[src/rtl/ones_run_pkg.sv]
// Shared types and defaults for the ones-run stimulus generator.
package ones_run_pkg;

    localparam int CNT_W_DEF = 8;
    localparam int LEN_W_DEF = 4;

    typedef enum logic [1:0] {
        IDLE,
        ONES,
        ZEROS,
        FIN
    } state_t;

endpackage

[src/rtl/ones_run_generator_timer.sv]
// Loadable down-counter timing one run or one gap; last marks its final bit.
module run_len_timer #(
    parameter int LEN_W = 4
) (
    input  logic             clk,
    input  logic             rst,
    input  logic             load,
    input  logic [LEN_W-1:0] load_val,
    output logic             last
);

    logic [LEN_W-1:0] cnt;

    // Holds at zero rather than wrapping between reloads
    always_ff @(posedge clk) begin
        if (rst) begin
            cnt <= '0;
        end else if (load) begin
            cnt <= load_val;
        end else if (cnt != '0) begin
            cnt <= cnt - 1'b1;
        end
    end

    assign last = (cnt == '0);

endmodule

[src/rtl/ones_run_generator.sv]
// Serial burst source: num_runs runs of run_len ones, each followed by
// gap_len zeros, then a one-cycle done pulse.
module ones_run_generator
    import ones_run_pkg::*;
#(
    parameter int CNT_W = CNT_W_DEF,
    parameter int LEN_W = LEN_W_DEF
) (
    input  logic             clk,
    input  logic             rst,
    input  logic             start,
    input  logic [CNT_W-1:0] num_runs,
    input  logic [LEN_W-1:0] run_len,
    input  logic [LEN_W-1:0] gap_len,
    output logic             dout,
    output logic             busy,
    output logic             done,
    output logic [CNT_W-1:0] runs_sent
);

    state_t           state, state_n;
    logic [CNT_W-1:0] nruns_q;
    logic [LEN_W-1:0] rm1_q, gm1_q;
    logic [LEN_W-1:0] rm1_in, gm1_in;
    logic             accept, inc, load, last;
    logic [LEN_W-1:0] load_val;

    // Lengths stored minus one; a zero length behaves as one
    assign rm1_in = (run_len == '0) ? '0 : run_len - 1'b1;
    assign gm1_in = (gap_len == '0) ? '0 : gap_len - 1'b1;

    run_len_timer #(.LEN_W(LEN_W)) u_timer (
        .clk      (clk),
        .rst      (rst),
        .load     (load),
        .load_val (load_val),
        .last     (last)
    );

    always_comb begin
        state_n  = state;
        accept   = 1'b0;
        inc      = 1'b0;
        load     = 1'b0;
        load_val = rm1_q;
        unique case (state)
            IDLE: begin
                if (start) begin
                    accept = 1'b1;
                    if (num_runs != '0) begin
                        state_n  = ONES;
                        load     = 1'b1;
                        load_val = rm1_in;
                    end else begin
                        state_n = FIN;
                    end
                end
            end
            ONES: begin
                if (last) begin
                    state_n  = ZEROS;
                    inc      = 1'b1;
                    load     = 1'b1;
                    load_val = gm1_q;
                end
            end
            ZEROS: begin
                if (last) begin
                    if (runs_sent == nruns_q) begin
                        state_n = FIN;
                    end else begin
                        state_n  = ONES;
                        load     = 1'b1;
                        load_val = rm1_q;
                    end
                end
            end
            FIN: state_n = IDLE;
            default: state_n = IDLE;
        endcase
    end

    always_ff @(posedge clk) begin
        if (rst) begin
            state     <= IDLE;
            dout      <= 1'b0;
            busy      <= 1'b0;
            done      <= 1'b0;
            runs_sent <= '0;
            nruns_q   <= '0;
            rm1_q     <= '0;
            gm1_q     <= '0;
        end else begin
            state <= state_n;
            dout  <= (state_n == ONES);
            busy  <= (state_n == ONES) || (state_n == ZEROS);
            done  <= (state_n == FIN);
            if (accept) begin
                nruns_q   <= num_runs;
                rm1_q     <= rm1_in;
                gm1_q     <= gm1_in;
                runs_sent <= '0;
            end else if (inc) begin
                runs_sent <= runs_sent + 1'b1;
            end
        end
    end

endmodule

[config.mk]
export PLATFORM = sky130hd
export DESIGN_NAME = ones_run_generator
export DESIGN_NICKNAME = d
export VERILOG_FILES = /design/src/rtl/ones_run_pkg.sv /design/src/rtl/ones_run_generator_timer.sv /design/src/rtl/ones_run_generator.sv
export SDC_FILE = /design/constraint.sdc
export NUM_CORES = 1
export LEC_CHECK = 0
export ABC_AREA = 1
export BUFFER_PORTS_ARGS = -buffer_cell sky130_fd_sc_hd__buf_2
export CAP_MARGIN = 25
export CELL_PAD_IN_SITES_DETAIL_PLACEMENT = 1
export CELL_PAD_IN_SITES_GLOBAL_PLACEMENT = 2
export CORE_AREA = 4 4 75 91
export DETAILED_ROUTE_END_ITERATION = 16
export DIE_AREA = 0 0 79 95
export PLACE_DENSITY_LB_ADDON = 0.1
export SKIP_CTS_REPAIR_TIMING = 1
export SLEW_MARGIN = 20
export SYNTH_ARGS = -nofsm -noshare
export SYNTH_HDL_FRONTEND = slang
export SYNTH_HIERARCHICAL = 1
export SYNTH_SLANG_ARGS = --single-unit
[constraint.sdc]
create_clock -name clk -period 2.75 [get_ports clk]
set_clock_uncertainty 0.05 [all_clocks]
set_input_delay 0.55 -clock clk [delete_from_list [all_inputs] [get_ports clk]]
set_output_delay 0.55 -clock clk [all_outputs]
set_load 0.01 [all_outputs]
==> out/qor.yml <==
routing:
  drt_wl_total_um: 4800
  route.antenna.remaining_nets: 0
  first_pass_iters: 4
  drc: 0
  vias_per_cell: 4.60
  vias: 1729
  drt-initial-drc-count: 32
  wl_per_cell_um: 12.8
cells_and_area:
  multi_input_area_um2: 930
  regArea_um2: 661
  antenna_cells: 0
  finalInstanceArea_um2: 2150
  final_core_util: 0.360
  area_growth_pct: 18.2
  drive_gt1_frac: 0.201
  final_common_cell: "nand2_1"
  nets: 317
  fill_cells: 783
  final_cell_mix: "nand2_1, inv_1, dfxtp_1, buf_2, nor2_1"
timing:
  min_period_ps: 2330
  finalCritPeriodShare: 0.846
  setup_viol: 0
  fmax_mhz: 430
  max_slew.worst_pin.slew_ps: 421
  maxSlewViolCount: 0
  finalSetupTns_ps: 0
  rsz0062_at_grt: "no"
  slew_headroom: 0.718
  setup_ws_ps: 424
  finalHoldViolations: 0
global_route:
  antenna_found_initial: 0
  grt_pass1_vias: 1818
  grt-ovfl-total: 0
  grt_usage: 0.142
  grt_max_degree: 15
  grt_pass1_wl_um: 8340
power:
  power.share.clock: 0.244
  p_leak_nw: 0.999
  pwr-share-seq: 0.370
  p_int_w: 0.00101
  total_power_w: 0.00169
  ir_drop_v: 0.000206
  pwr_density_cell_nw_per_um2: 785
  combPwrFrac: 0.386
  p_sw_frac: 0.400
  p_switching_w: 0.000675
synth:
  async_flop_share: 0
  synth_edf_count: 0
  synth.avg_cell_area_um2: 7.02
  synthCells: 259
  synth.top_cell.area_share: 0.363
  ys_seq_area_frac: 0.363
  syn-cell-area_um2: 1820
  synth_ff_type: "dfxtp_1"
  yosys_warnings: 6
  yosys.area.top_type: "dfxtp_1"
  synth_cell_type_count: 35
  syn-num-nets: 283
  synth-seq-cells: 33
  yosys-top-cells-area: "dfxtp_1, nand2_1, inv_1, o21ai_0, nor2_1"
floorplan:
  design.die.area_um2: 7510
  start_util: 0.305
  rows: 31
  dieHeight_um: 95
  die_w_um: 79
  core_area_um2: 5970
  num_io_pins: 30
placed_design:
  place_ws_ps: 420
  dpl_cell_area_um2: 2050
  port_buffers: 29
  dp_hpwl_um: 3880
  routabilityCongestion: 0.794
worst_setup_path:
  cp_common_cell: "nand2_1"
  cp_num_buf_inv: 2
  cp_top_family: "simple AND/OR/NAND/NOR gates"
  cp-end-kind: "flop"
  cp_cell_sequence: "inv_1 -> ha_1 -> nand2_1 -> nor2_1 -> nand2_1 -> clkinv_2 -> nand2_4 -> o21ai_0 -> o311ai_0 -> nand2_1 -> nand2_1 -> o21ai_0 -> nand2_1 -> a21oi_1"
  cp_max_fo: 10
  crit_required_ps: 2930
  cp.arrival_ps: 2500
  cp_slowest_cell: "dfxtp_1"
  critPathKind: "flop to flop"
  cp-start-kind: "flop"
  cp_slowest_stage_delay_ps: 340
clock_tree:
  cts.path.max_buffers: 2
  cts_tree: "yes"
  cts.sinks: 33
  clock-root-buffer: "clkbuf_8"
  clk_pin_slew_ps: 70
  cts_htree_levels: 2
  insertion_delay_ps: 290
  cts_buffers: 5
job:
  drv_cap: 0
min_path:
  hold_path_class: "flop to flop"
run_status:
  status: "complete, no violations"
metal layers:
metal,share of wire,GRT usage,vias to the layer above,wire length (µm)
li1,-,-,894,-
met1,0.41,0.150,808,1970
met2,0.56,0.279,22,2670
met3,0.024,0.0229,5,115
met4,0.0098,0.0473,0,47
met5,0,0,-,0
power groups by stage:
stage | combinational (W) | clock (W) | sequential, W
2_1_floorplan | 0.000487 | 0 | 0.000633
3_5_place_dp | 0.000665 | 0 | 0.000637
5_1_grt | 0.000766 | 0.000452 | 0.000638
6_report | 0.000651 | 0.000411 | 0.000625
4_1_cts | 0.000669 | 0.000436 | 0.000626
3_3_place_gp | 0.000662 | 0 | 0.000637
sequential cells by signal, summed over array words and instances (netlist names):
signal	cells
state	2
rm1_q	4
busy	1
u_timer/cnt	4
nruns_q	8
dout	1
done	1
gm1_q	4
runs_sent	8
Yosys cell counts (3+ instances only):
cell type,instances
nor2_1,19
o21ai_2,3
nand4_1,4
dfxtp_1,33
nor2_4,4
ha_1,5
o311ai_0,4
o22ai_1,8
xnor2_1,5
inv_1,47
nand3_1,10
o21ai_0,17
nand2_1,57
a21oi_1,14
inv_2,4
metrics by stage:
stage / cells / hold slack [ps]
detailed placement: 368 / 424
floorplan: 259 / 399
global route: 376 / 445
CTS: 376 / 433
finish: 376 / 430
global placement: 368 / 415
kinds of logic after synthesis:
logic type	share of synthesized area
xor gates and xnor gates	0.0289
and+or+nand+nor	0.274
buffers and inverters	0.126
AOI/OAI and AO/OA	0.173
DFF	0.363
adders and majority gates	0.0344
final timing paths:
kind,startpoint,to,slack (ps),cells past startpoint
max,u_timer/cnt[0],u_timer/cnt[1],420,14
min,gm1_q[2],gm1_q[2],430,2
max reg2reg,u_timer/cnt[0],u_timer/cnt[1],420,14
min reg2reg,gm1_q[2],gm1_q[2],430,2
worst reg2reg max path, stage by stage, from the launching register on:
cell      delay, ps
dfxtp_1         340
inv_1           100
ha_1            260
nand2_1          90
nor2_1          320
nand2_1         120
clkinv_2         90
nand2_4         100
o21ai_0         180
o311ai_0        170
nand2_1         110
nand2_1          50
o21ai_0          90
nand2_1          80
a21oi_1         110
cell type report:
type | instances | share of cell area
sequential | 33 | 0.307
clock inverter | 1 | 0.00233
timing repair buffer | 30 | 0.0710
clock buffer | 7 | 0.0448
tap | 82 | 0.0477
multi-input combinational | 170 | 0.432
inverter | 53 | 0.0943
(Power assumes the default switching activity.)
